`src/rtl/detect_event_logger_pkg.sv`:
```
// -----------------------------------------------------------------------------
// detect_event_pkg
// Shared constants and helpers for the detection event logger.
//   CNT_W_DEF / DEPTH_DEF / TOT_W_DEF : default parameter values
//   lvl_w()   : width of a 0..DEPTH occupancy count
//   sat_inc() : increment that holds at the all-ones value of a w-bit field
// -----------------------------------------------------------------------------
package detect_event_pkg;

  localparam int unsigned CNT_W_DEF = 8;
  localparam int unsigned DEPTH_DEF = 4;
  localparam int unsigned TOT_W_DEF = 16;

  // Occupancy must represent DEPTH itself, hence one bit more than the address.
  function automatic int unsigned lvl_w(input int unsigned depth);
    return $clog2(depth) + 1;
  endfunction

  // Saturating increment of a w-bit value carried in 32 bits (w < 32).
  function automatic logic [31:0] sat_inc(input logic [31:0] v, input int unsigned w);
    logic [31:0] max;
    max = (32'd1 << w) - 32'd1;
    return (v >= max) ? max : v + 32'd1;
  endfunction

endpackage

```
`src/rtl/detect_event_logger_fifo.sv`:
```
// -----------------------------------------------------------------------------
// detect_event_fifo
// Show-ahead FIFO: head_o presents the oldest entry while not empty, 0 when empty.
// A push into a full FIFO is accepted only when a pop happens on the same edge.
//   clk_i, rst_i (async, active-high), clr_i (sync empty)
//   push_i/data_i : write request and data
//   pop_i         : remove head entry (ignored while empty)
//   head_o, full_o, empty_o, level_o (0..DEPTH)
// -----------------------------------------------------------------------------
module detect_event_fifo #(
  parameter int unsigned W     = 8,
  parameter int unsigned DEPTH = 4,
  parameter int unsigned LVL_W = $clog2(DEPTH) + 1
) (
  input  logic             clk_i,
  input  logic             rst_i,
  input  logic             clr_i,
  input  logic             push_i,
  input  logic [W-1:0]     data_i,
  input  logic             pop_i,
  output logic [W-1:0]     head_o,
  output logic             full_o,
  output logic             empty_o,
  output logic [LVL_W-1:0] level_o
);

  localparam int unsigned AW = $clog2(DEPTH);

  logic [W-1:0]     mem_q [DEPTH];
  logic [AW-1:0]    wr_q, rd_q;
  logic [LVL_W-1:0] lvl_q, lvl_d;
  logic             push_ok, pop_ok;

  always_comb begin
    empty_o = (lvl_q == '0);
    full_o  = (lvl_q == LVL_W'(DEPTH));
    pop_ok  = pop_i && !empty_o;
    // A simultaneous pop frees the slot this push needs.
    push_ok = push_i && (!full_o || pop_ok);
    lvl_d   = lvl_q;
    if (push_ok && !pop_ok)      lvl_d = lvl_q + 1'b1;
    else if (pop_ok && !push_ok) lvl_d = lvl_q - 1'b1;
    head_o  = empty_o ? '0 : mem_q[rd_q];
    level_o = lvl_q;
  end

  // Pointers wrap naturally because DEPTH is a power of two.
  always_ff @(posedge clk_i or posedge rst_i) begin
    if (rst_i) begin
      wr_q  <= '0;
      rd_q  <= '0;
      lvl_q <= '0;
    end else if (clr_i) begin
      wr_q  <= '0;
      rd_q  <= '0;
      lvl_q <= '0;
    end else begin
      if (push_ok) wr_q <= wr_q + 1'b1;
      if (pop_ok)  rd_q <= rd_q + 1'b1;
      lvl_q <= lvl_d;
    end
  end

  // Storage needs no reset: contents are only visible through the level count.
  always_ff @(posedge clk_i) begin
    if (push_ok && !clr_i) mem_q[wr_q] <= data_i;
  end

endmodule

```
`src/rtl/detect_event_logger.sv`:
```
// -----------------------------------------------------------------------------
// detect_event_logger
// Edge-detects the sequence detector's output, measures the cycle interval
// between detections and queues intervals in a show-ahead FIFO.
//   clk, rst (async, active-high), clr (sync clear of counters/FIFO/flags)
//   det_in                : detector level output
//   evt_valid/evt_ready   : FIFO read handshake, evt_interval = head entry
//   total_cnt             : saturating count of all detections (incl. dropped)
//   overflow              : sticky, set when a detection is dropped (FIFO full)
//   fifo_level            : occupancy 0..DEPTH
//   drop_cnt              : only with DETECT_EVENT_LOGGER_DROP_COUNT_EN defined;
//                           saturating count of dropped detections
// -----------------------------------------------------------------------------
module detect_event_logger
  import detect_event_pkg::*;
#(
  parameter int unsigned CNT_W = CNT_W_DEF,
  parameter int unsigned DEPTH = DEPTH_DEF,
  parameter int unsigned TOT_W = TOT_W_DEF
) (
  input  logic                      clk,
  input  logic                      rst,
  input  logic                      det_in,
  input  logic                      clr,
  output logic                      evt_valid,
  input  logic                      evt_ready,
  output logic [CNT_W-1:0]          evt_interval,
  output logic [TOT_W-1:0]          total_cnt,
  output logic                      overflow,
  output logic [lvl_w(DEPTH)-1:0]   fifo_level
`ifdef DETECT_EVENT_LOGGER_DROP_COUNT_EN
  ,
  output logic [7:0]                drop_cnt
`endif
);

  localparam int unsigned LVL_W = lvl_w(DEPTH);

  logic             d1_q, d2_q, rise;
  logic [CNT_W-1:0] ivl_q, ivl_d, ivl_inc;
  logic [TOT_W-1:0] tot_q, tot_d;
  logic             ovf_q, ovf_d;
  logic             push, pop, drop, full, empty;

  always_comb begin
    rise    = d1_q & ~d2_q;
    ivl_inc = CNT_W'(sat_inc(32'(ivl_q), CNT_W));
    pop     = ~empty & evt_ready & ~clr;
    push    = rise & ~clr;
    drop    = push & full & ~pop;
    ivl_d   = ivl_inc;
    tot_d   = tot_q;
    ovf_d   = ovf_q;
    if (clr) begin
      ivl_d = '0;
      tot_d = '0;
      ovf_d = 1'b0;
    end else if (rise) begin
      ivl_d = '0;
      tot_d = TOT_W'(sat_inc(32'(tot_q), TOT_W));
      if (drop) ovf_d = 1'b1;
    end
  end

  // d1/d2 keep sampling through clr so a level already high is not re-detected.
  always_ff @(posedge clk or posedge rst) begin
    if (rst) begin
      d1_q  <= 1'b0;
      d2_q  <= 1'b0;
      ivl_q <= '0;
      tot_q <= '0;
      ovf_q <= 1'b0;
    end else begin
      d1_q  <= det_in;
      d2_q  <= d1_q;
      ivl_q <= ivl_d;
      tot_q <= tot_d;
      ovf_q <= ovf_d;
    end
  end

  detect_event_fifo #(
    .W     (CNT_W),
    .DEPTH (DEPTH),
    .LVL_W (LVL_W)
  ) u_fifo (
    .clk_i   (clk),
    .rst_i   (rst),
    .clr_i   (clr),
    .push_i  (push),
    .data_i  (ivl_inc),
    .pop_i   (pop),
    .head_o  (evt_interval),
    .full_o  (full),
    .empty_o (empty),
    .level_o (fifo_level)
  );

  always_comb begin
    evt_valid = ~empty;
    total_cnt = tot_q;
    overflow  = ovf_q;
  end

`ifdef DETECT_EVENT_LOGGER_DROP_COUNT_EN
  logic [7:0] drop_q;

  always_ff @(posedge clk or posedge rst) begin
    if (rst)       drop_q <= '0;
    else if (clr)  drop_q <= '0;
    else if (drop) drop_q <= 8'(sat_inc(32'(drop_q), 8));
  end

  always_comb drop_cnt = drop_q;
`endif

endmodule

```
`config.mk`:
```
export PLATFORM = sky130hd
export DESIGN_NAME = detect_event_logger
export DESIGN_NICKNAME = d
export VERILOG_FILES = /design/src/rtl/detect_event_logger_pkg.sv /design/src/rtl/detect_event_logger_fifo.sv /design/src/rtl/detect_event_logger.sv
export SDC_FILE = /design/constraint.sdc
export NUM_CORES = 1
export LEC_CHECK = 0
export CORE_MARGIN = 2
export CORE_UTILIZATION = 40
export CTS_CLUSTER_DIAMETER = 80
export DETAILED_ROUTE_END_ITERATION = 10
export PLACE_DENSITY = 0.59
export SYNTH_ARGS = -nofsm -noshare
export SYNTH_HDL_FRONTEND = slang
export SYNTH_SLANG_ARGS = --single-unit
```
`constraint.sdc`:
```
create_clock -name clk -period 2.58 [get_ports clk]
set_input_delay 0.645 -clock clk [delete_from_list [all_inputs] [get_ports clk]]
set_output_delay 0.645 -clock clk [all_outputs]
set_load 0.05 [all_outputs]
```
* Word-level counts from Yosys, hierarchy flattened
Memory sizes are Yosys's and may differ from the RTL's.
Cells that the tools add are included.
** Storage, ports and cells
- Register bits after elaboration :: 34
- Latch bits :: 0
- Bits in writable memories :: 32
- ROM bits :: 0
- Bits of input ports :: 5
- Output and inout port bits :: 29
- Word-level logic and storage cells :: 65
- Memories :: 1
** Operators by class
- Add/sub/neg operators :: 6
- $mul :: 0
- Div/mod/pow operators :: 0
- Magnitude comparators :: 2
- Eq/ne operators :: 1
- Shifts and indexed selects :: 0
- Multiplexer cells :: 19
- Bitwise gates (word level) :: 10
- Reductions and logical operators :: 18
** Memory list
- u_fifo.mem_q :: words 4, bits a word 8, read ports 1, clocked after memory_dff 0, wr ports 1, line detect_event_logger_fifo.sv:29 : logic [W-1:0] mem_q [DEPTH];
** Operator list (number)
- 16-bit two-way mux :: 3
- 8-bit two-way mux :: 4
- 16-bit by 1-bit adder with 16-bit output (second input constant) :: 1
- 16-bit greater-or-equal comparator (second input constant) :: 1
- 3-bit two-way mux :: 3
- 8-bit by 1-bit adder with 8-bit output (second input constant) :: 1
- 8-bit greater-or-equal comparator (second input constant) :: 1
- 2-bit two-way mux :: 4
- 2-bit nonzero test :: 4
- 1-bit AND :: 6
- 1-bit logical AND :: 5
- 1-bit logical NOT :: 5
- 1-bit two-way mux :: 5
- 2-bit by 1-bit adder with 2-bit output (second input constant) :: 2
- 1-bit inverter :: 4
- 3-bit by 1-bit adder with 3-bit output (second input constant) :: 1
- 3-bit == test (second input constant) :: 1
- 3-bit logical NOT :: 1
- 3-bit nonzero test :: 1
- 3-bit by 1-bit subtractor with 3-bit output (second input constant) :: 1
- 2-bit AND reduction :: 1
- 1-bit logical OR :: 1

* Logic depth before layout (Yosys ltp)
- Depth after elaboration :: 12
- Depth in mapped cells :: 8
- Gate-level depth less buffers :: 7

* Cells and area by module
From an unflattened synthesis, not the netlist that was laid out.
** Unflattened totals
- Cell total of the unflattened synthesis :: 257
- Area total of the unflattened synthesis :: 3226.8 um2
** Modules (own cells, without submodules)
- detect_event_fifo :: times used 1, cells each 113, area an instance 1800.5 um2, seq. area each 1136.1 um2
- detect_event_logger :: times used 1, cells each 144, area an instance 1426.4 um2, seq. area each 675.6 um2

* Worst setup path after synthesis
OpenSTA, ideal clock, no wires.
- Kind :: register to output
- Start :: register u_fifo.lvl_q[0], in the netlist u_fifo.level_o[0]
- End :: output port evt_interval[0]
- Arrival time :: 2.160 ns
- Data required time :: 1.935 ns
- Setup slack :: -0.225 ns
- Cell stages (with the launch flop) :: 5
- Path buffers :: 2
- Cell sequence :: dfrtp_1 -> clkbuf_1 -> or3_1 -> clkbuf_1 -> and2_1
** On the way
- Longest elaborated chain between the ends :: 2
** RTL lines
- start: declaration :: line detect_event_logger_fifo.sv:31 : logic [LVL_W-1:0] lvl_q, lvl_d;
- start signal: assignment :: line detect_event_logger_fifo.sv:60 : lvl_q <= lvl_d;
- 3-bit logical NOT :: line detect_event_logger_fifo.sv:35 : empty_o = (lvl_q == '0);
- 8-bit two-way mux :: line detect_event_logger_fifo.sv:43 : head_o = empty_o ? '0 : mem_q[rd_q];
- end: declaration :: line detect_event_logger.sv:27 : output logic [CNT_W-1:0] evt_interval,
Every way passes these cells.

* Final worst setup path
- Start :: register u_fifo.lvl_q[0], in the netlist u_fifo.level_o[0]
- End :: output port evt_interval[1]
Same word-level chain as after synthesis.

==> reports/metrics.cfg <==
[finish]
final_common_cell = dfrtp_1
num_antenna_cells = 0
multiInputGateArea_um2 = 1250
area_growth_syn_to_layout_pct = 23.9
n_fill_cell = 690
stdcell_count = 414
fin_area_um2 = 3920
nNetsFinal = 319
mostFrequentLayoutCells = dfrtp_1, edfxtp_1, clkdlybuf4s50_1
area.sequential_um2 = 1810
drive_above_1_share = 0.176

[global_routing]
grt_pass1_wl_um = 10600
first_global_vias = 2070
antenna_found_initial = 0
grt_max_degree = 35
grt_usage = 0.158
grt_overflow = 0

[sta]
hold_viol = 0
slew_headroom = 0.644
clock_skew_ns = 0.0102
finalSetupTns_ns = 0
max_freq_ghz = 0.410
finalSetupViolCount = 0
finalCriticalPeriod_ns = 2.44
rsz0062_at_grt = false
report.final.slew_viol_count = 0
tightest_slew_ns = 0.529
finalCritPeriodShare = 0.945

[power_and_ir_drop]
power_mw = 3.16
ir_drop_uv = 256
p_leak_nw = 1.44
powerDensity_nw_per_um2 = 807

[clocking]
clockRootBuffer = clkbuf_8
cts_buffers = 9
cts_hold_buf = 0
cts_tree = built
clk-insertion-delay-late_ns = 0.34
clock_sinks = 66
cts_max_level = 3
clock_path_buffers = 2
cts_setup_buffers = 0
clk_pin_slew_worst_paths_ns = 0.08
ctsResizeCount = 0

[route]
vias_per_cell = 5.29
drt_first_pass_iters = 4
drtIter0Drc = 108
ant_nets = 0
vias = 2189
drc_errors = 0
wl_um = 6260
wl_per_cell_um = 15.1

[setup_path]
crit_fanout = 10
path_class = reg2out
end_kind = output pin
worst_ep_required_time_ns = 1.93
cp-start-kind = flop
crit_arrival_ns = 1.79

[yosys]
synth-edff-count = 32
synth_cells = 262
ys.flop_type = dfrtp_1
synth_nets = 274
synth_xor_area_frac = 0.0277
ys_ff_latch = 66
synth_top_family_by_area = simple AND/OR/NAND/NOR gates
synth-simple-area-share = 0.183
async_flop_share = 0.515
ys.warnings.count = 0
synth.lib_cells_used.distinct = 45
yosysSeqAreaShare = 0.573
synth_compound_area_frac = 0.0915
avgSynthCellArea_um2 = 12.1
synth-adder-area-share = 0.0301
synth_mux_area_frac = 0.0634
syn_area_um2 = 3160

[status]
run_status = completed

[placement]
dp.cells = 398
gp_congestion = 0.818
port_buffers = 33
place_area_um2 = 3690
dp_hpwl_um = 4290

[die]
core_region_area_um2 = 7690
start_util = 0.411
io_pins = 34
die_w_um = 92.9
die_h_um = 92.9
rows = 32
die_area_um2 = 8620

[job]
maxCapViolations = 0

[min_path]
hold_path_class = reg2reg

## where the power goes
part	switching (mW)	leakage [nW]	internal, mW
sequential	0.0580	0.722	1.15
combinational	0.613	0.603	0.368
clock	0.421	0.114	0.552
## routing by layer
metal  share of wire  routed length, um  GRT usage  up-vias
li1                -                  -          -     1057
met1            0.48               2980      0.222     1064
met2            0.47               2940      0.236       59
met3           0.040                248     0.0342        9
met4           0.015                 93     0.0650        0
met5               0                  0          0        -
## registers in the layout, summed over array words and instances (netlist names)
name,cells
u_fifo.mem_q,32
u_fifo.wr_q,2
u_fifo.level_o,3
total_cnt,16
overflow,1
d1_q,1
ivl_q,8
u_fifo.rd_q,2
d2_q,1
## worst max-delay path, stage by stage (launching register included)
cell and delay (ns):
dfrtp_1 0.49, or3_1 0.56, and2_1 0.21, buf_4 0.19
## stage by stage
stage	util	worst slack [ns]	hold slack (ns)
finish	0.509	0.141	0.446
global route	0.509	0.0483	0.475
CTS	0.509	0.0989	0.454
detailed placement	0.480	-0.109	0.431
global placement	0.480	-0.0416	0.433
floorplan	-	0.0690	0.394
## path summary, 6_finish.rpt
check,start,endpoint,slack (ns),cells past startpoint
setup / recovery,u_fifo.level_o[0]$_DFFE_PP0P_,evt_interval[1],0.14,3
hold / removal,d1_q$_DFF_PP0_,d2_q$_DFF_PP0_,0.45,0
setup reg to reg,u_fifo.level_o[0]$_DFFE_PP0P_,u_fifo.level_o[2]$_DFFE_PP0P_,0.42,7
hold reg to reg,d1_q$_DFF_PP0_,d2_q$_DFF_PP0_,0.45,0
max in group asynchronous,rst,u_fifo.rd_q[1]$_DFFE_PP0P_,1.57,3
min in group asynchronous,rst,total_cnt[0]$_DFFE_PP0P_,0.69,3
## layout make-up
cell class,count,area share
clock buffer,9,0.0316
multi-input combinational,174,0.320
inverter,8,0.00767
clock inverter,7,0.0256
tap,102,0.0326
timing repair buffer,48,0.120
sequential,66,0.463
## cells in the mapped netlist (2+ instances only)
cell	instances	area, um2
xor2_1	5	43.8
o21ai_0	3	15.0
nand2_1	14	52.6
a311oi_1	2	17.5
and3_1	4	25.0
a21oi_1	16	80.1
clkbuf_1	8	30.0
o31ai_1	2	15.0
inv_1	8	30.0
and2_1	15	93.8
nor3_2	3	30.0
a211oi_1	6	45.0
nor2b_1	2	12.5
nand3_1	17	85.1
mux4_2	8	180
xnor2_1	5	43.8
nor3b_1	3	22.5
nor3_1	9	45.0
buf_2	5	25.0
nand4_1	5	31.3
edfxtp_1	32	961
ha_1	6	75.1
nand2b_1	2	12.5
dfrtp_1	34	851
o21bai_1	2	15.0
mux2i_1	2	20.0
nor2_1	19	71.3
a31oi_1	7	43.8
nor4_1	2	12.5
## cell families (layout without fill, tap and decap cells)
family / Yosys count / in the layout
adder cells (fa/ha/maj): 7 / 7
buffers and inverters: 22 / 72
AND/OR/NAND/NOR: 104 / 104
flip-flops: 66 / 66
AO/OA/AOI/OAI: 43 / 43
XOR/XNOR: 10 / 10
multiplexers: 10 / 10
Power figures use the tool's default switching activity.
==> patch 1 (same flow settings) <==
Register the output `total_cnt`; this adds one clock of latency there. The other outputs are not delayed to match.
--- a/src/rtl/detect_event_logger.sv
+++ b/src/rtl/detect_event_logger.sv
@@ -36,4 +36,6 @@
 
   localparam int unsigned LVL_W = lvl_w(DEPTH);
+
+  logic [TOT_W-1:0] total_cnt_d;
 
   logic             d1_q, d2_q, rise;
@@ -99,5 +101,5 @@
   always_comb begin
     evt_valid = ~empty;
-    total_cnt = tot_q;
+    total_cnt_d = tot_q;
     overflow  = ovf_q;
   end
@@ -115,4 +117,8 @@
 `endif
 
+  always_ff @(posedge clk) begin
+    total_cnt <= total_cnt_d;
+  end
+
 endmodule
 
Behaviour: not the same (a bounded check fails within 4 cycles, from zero or initial values and one cycle with rst high).
==> patch 1 against the unedited design <==
- power is 15% higher
- area after synthesis rose by 9.9%
- worst setup slack better by 0.011 ns
- via count up 0.14%
- final cell count is 2.4% higher
- sequential cell count rose by 16
- cell area rose by 6.9%
- wire length rose by 4.1%
- critical endpoint is now u_fifo.level_o[2]
==> patch 1: results (changes against the unedited design) <==
Outcome
  • Outcome: finished clean (unchanged)

Cells and area
  • Share of cells above drive strength 1: 0.210 (was 0.176)
  • Largest regs: u_fifo.mem_q: 32 flops, tot_q: 16 flops, total_cnt: 16 flops
  • Inverters: 7 (was 8)
  • Final Non-Filler Cells: 424 (was 414)
  • FILL cells: 746 (was 690)
  • #MultiIn Comb: 166 (was 174)
  • ClkCell Share: 0.0478 (was 0.0572)
  • Nets: 326 (was 319)
  • Layout non-clock buf frac: 0.100 (was 0.120)
  • FF+latch area: 0.00214 mm² (was 0.00181 mm²)
  • Fin util: 0.504 (was 0.509)
  • Multi-input combinational area share: 0.304 (was 0.320)

Drt
  • First drt pass iteration count: 7 (was 4)
  • Routed vias: 2,192 (was 2,189)
  • Met1 wire length: 3120 µm (was 2980 µm)
  • DRT iter0 DRCs: 106 (was 108)

Global route
  • GRT Total Usage: 0.151 (was 0.158)
  • First-pass GRT wire length: 11,300 µm (was 10,600 µm)

Place
  • Placed inst area: 0.00398 mm² (was 0.00369 mm²)
  • Placed cell count: 408 (was 398)
  • RePlAce Congestion: 0.761 (was 0.818)
  • Worst slack, placed: -0.311 ns (was -0.109 ns)

Synthesis
  • Top cells by count, synth: dfrtp_1 (34), edfxtp_1 (32), nor2_1 (25) (was dfrtp_1 (34), edfxtp_1 (32), nor2_1 (19))
  • Mapped Avg Cell Area: 13.1 µm² (was 12.1 µm²)
  • Library cells used by synthesis: 50 (was 45)
  • Register area share after synthesis: 0.614 (was 0.573)
  • Synth area leaders: edfxtp_1 (28%), dfrtp_1 (24%), dfxtp_1 (9.2%) (was edfxtp_1 (30%), dfrtp_1 (27%), mux4_2 (5.7%))
  • Fraction of registers with async set/reset: 0.415 (was 0.515)

Pwr
  • Worst VDD drop: 0.298 mV (was 0.256 mV)
  • Pleak: 0.00162 µW (was 0.00144 µW)

Min path
  • Worst Hold End: total_cnt[5] (was d2_q)
  • Launch point of the worst hold path: tot_q[5] (was d1_q)

Clock network
  • Sinks on Clock Net: 82 (was 66)

Critical path
  • Crit path launch: evt_ready (was u_fifo.level_o[0])
  • Worst R2R Start: u_fifo.level_o[1] (was u_fifo.level_o[0])
  • Max incr delay on CP: 0.44 ns (was 0.56 ns)
  • Kind of critical path: primary input to register (was register to output pin)
  • Worst EP arrival: 2.65 ns (was 1.79 ns)
  • Reg2Reg Setup Slack: 0.37 ns (was 0.42 ns)
  • Crit path max fanout: 2 (was 10)

Timing
  • Final Skew: 0.00625 ns (was 0.0102 ns)
  • Final worst slack: 0.152 ns (was 0.141 ns)
  • Worst Hold Slack: 0.420 ns (was 0.446 ns)

Floorplan
  • Number of placement rows: 33 (was 32)
[patch 1: changes by cell type after synthesis, moves of 3 or more]
cell / change
dfxtp_1: +16
nand3_1: -8
nor2_1: +6
nand4_1: -5
mux2_2: +4
a21oi_1: -3
and3_1: -3
buf_2: -3
nor3_1: +3
nor3_2: -3
[patch 1: cell families (layout without fill, tap and decap cells)]
| kind of cell | Yosys count | in the layout | synth area share |
|---|---|---|---|
| AO/OA/AOI/OAI | 36 | 36 | 0.0688 |
| XOR/XNOR | 7 | 7 | 0.0177 |
| buffers and inverters | 18 | 71 | 0.0223 |
| AND/OR/NAND/NOR | 104 | 104 | 0.185 |
| adder cells (fa/ha/maj) | 7 | 7 | 0.0274 |
| flip-flops | 82 | 82 | 0.614 |
| multiplexers | 12 | 12 | 0.0648 |
[patch 1: power by group]
part           switching [µW]  leakage (µW)  internal [µW]
Sequential               68.6      0.000850           1410
Clock                     481     0.0000979            454
Combinational             756      0.000672            454
Total                    1310       0.00162           2320
==> patch 2 (same settings) <==
Without the edit above. Set the package constant `CNT_W_DEF` to 12 (it was 8).
--- a/src/rtl/detect_event_logger_pkg.sv
+++ b/src/rtl/detect_event_logger_pkg.sv
@@ -8,5 +8,5 @@
 package detect_event_pkg;
 
-  localparam int unsigned CNT_W_DEF = 8;
+  localparam int unsigned CNT_W_DEF = 12;
   localparam int unsigned DEPTH_DEF = 4;
   localparam int unsigned TOT_W_DEF = 16;
Interface: changed (resized evt_interval); port bits go from 34 to 38. The function was not compared with the original's and may differ.
==> patch 2 against the unedited design <==
- utilization fell by 2.3 points
- clock power fell by 7.6%
- sequential power rose by 28%
- cell area rose by 20%
- maximum frequency fell by 0.27%
- synthesized cell count rose by 20%
- worst setup slack got worse by 0.0067 ns
- wire length rose by 20%
- area after synthesis rose by 26%
- power rose by 1.2%
- global-route usage fell by 0.93 points
- sequential cell count rose by 20
- critical path type is now primary input to register
- highest routed layer unchanged
==> patch 2: results (changes against the unedited design) <==
Outcome
  • Outcome: finished clean (unchanged)

Drt
  • DRT iter0 DRCs: 152 (was 108)
  • Met2 wire len: 3630 µm (was 2940 µm)
  • WL met3: 319 µm (was 248 µm)
  • Vias per inst: 5.18 (was 5.29)
  • Met1 wire length: 3480 µm (was 2980 µm)
  • Wire length per cell: 15.2 µm (was 15.1 µm)

Global route
  • Largest net degree at the start of global routing: 39 (was 35)
  • Met3 Use GR: 0.0334 (was 0.0342)
  • Vias in the first global route: 2,565 (was 2,070)
  • GRT Total Usage: 0.148 (was 0.158)
  • M2 GR Usage: 0.244 (was 0.236)
  • GRT met1 Usage: 0.200 (was 0.222)
  • First-pass GRT wire length: 12,800 µm (was 10,600 µm)

Place
  • Worst slack, placed: -0.282 ns (was -0.109 ns)
  • RePlAce Congestion: 0.811 (was 0.818)
  • Hpwl dp: 4950 µm (was 4290 µm)
  • Placed inst area: 0.00450 mm² (was 0.00369 mm²)
  • Placed cell count: 479 (was 398)
  • Number of I/O port buffers: 37 (was 33)

Critical path
  • Crit path launch: evt_ready (was u_fifo.level_o[0])
  • Worst EP arrival: 2.68 ns (was 1.79 ns)
  • Crit path max fanout: 4 (was 10)
  • Reg2Reg Setup Slack: 0.35 ns (was 0.42 ns)
  • R2R Path End: u_fifo.level_o[1] (was u_fifo.level_o[2])
  • End of the critical path: u_fifo.level_o[2] (was evt_interval[1])
  • Slowest-stage cell, CP: clkdlybuf4s50_1 (was or3_1)

Pwr
  • Pleak: 0.00173 µW (was 0.00144 µW)
  • Internal power: 2150 µW (was 2070 µW)
  • Worst VDD drop: 0.304 mV (was 0.256 mV)

Cells and area
  • Final Non-Filler Cells: 496 (was 414)
  • Nets: 370 (was 319)

Synthesis
  • Post-synth EDFFs: 48 (was 32)
  • Library cells used by synthesis: 47 (was 45)
  • Net count after synthesis: 326 (was 274)
  • Synth Area in Adders: 0.0240 (was 0.0301)
  • Register area share after synthesis: 0.603 (was 0.573)
  • Compound-cell area share of the yosys netlist: 0.0662 (was 0.0915)
  • Mapped Cells: 314 (was 262)
  • Mux contribution to synthesized area: 0.0763 (was 0.0634)
  • Main synth FF type: edfxtp_1 (was dfrtp_1)
  • Synth area leaders: edfxtp_1 (36%), dfrtp_1 (24%), mux4_2 (6.8%) (was edfxtp_1 (30%), dfrtp_1 (27%), mux4_2 (5.7%))
  • Fraction of registers with async set/reset: 0.442 (was 0.515)
  • Post-Synth XOR/XNOR Area: 0.0265 (was 0.0277)

Min path
  • Worst Hold End: d2_q (unchanged)

Timing
  • Final Cycle Share: 0.948 (was 0.945)
  • Final Skew: 0.0155 ns (was 0.0102 ns)
  • Slew at the pin closest to its max-slew limit: 0.614 ns (was 0.529 ns)
  • Worst Hold Slack: 0.441 ns (was 0.446 ns)

Clock network
  • Clock slew at reported path FFs: 0.10 ns (was 0.08 ns)
patch 2: power by group through the flow:
| stage | combinational, µW | sequential [µW] | clock, µW |
|---|---|---|---|
| 2_1_floorplan | 510 | 1580 | 0 |
| 3_3_place_gp | 761 | 1550 | 0 |
| 3_5_place_dp | 769 | 1550 | 0 |
| 4_1_cts | 771 | 1520 | 930 |
| 5_1_grt | 821 | 1530 | 996 |
| 6_report | 769 | 1530 | 899 |
patch 2: cell type report:
type                            count  area, µm²
Sequential cell                    86       2390
Multi-Input combinational cell    201       1480
Inverter                           10       37.5
Clock inverter                      7       62.6
Clock buffer                        9        124
Timing Repair Buffer               50        448
Fill cell                         875       4980
Tap cell                          133        166
patch 2: what timing repair did:
action	CTS	global route
gates resized for setup	0	2
setup endpoints to repair	0	1
setup buffers	0	1
patch 2: worst reg2reg max path, cell delays in order (launching register included):
cell and delay [ns]:
dfrtp_2 0.50, or3_1 0.40, nand2_1 0.11, and2_1 0.15
fa_2 0.45, a31oi_1 0.16, o221ai_1 0.13, a221oi_1 0.24
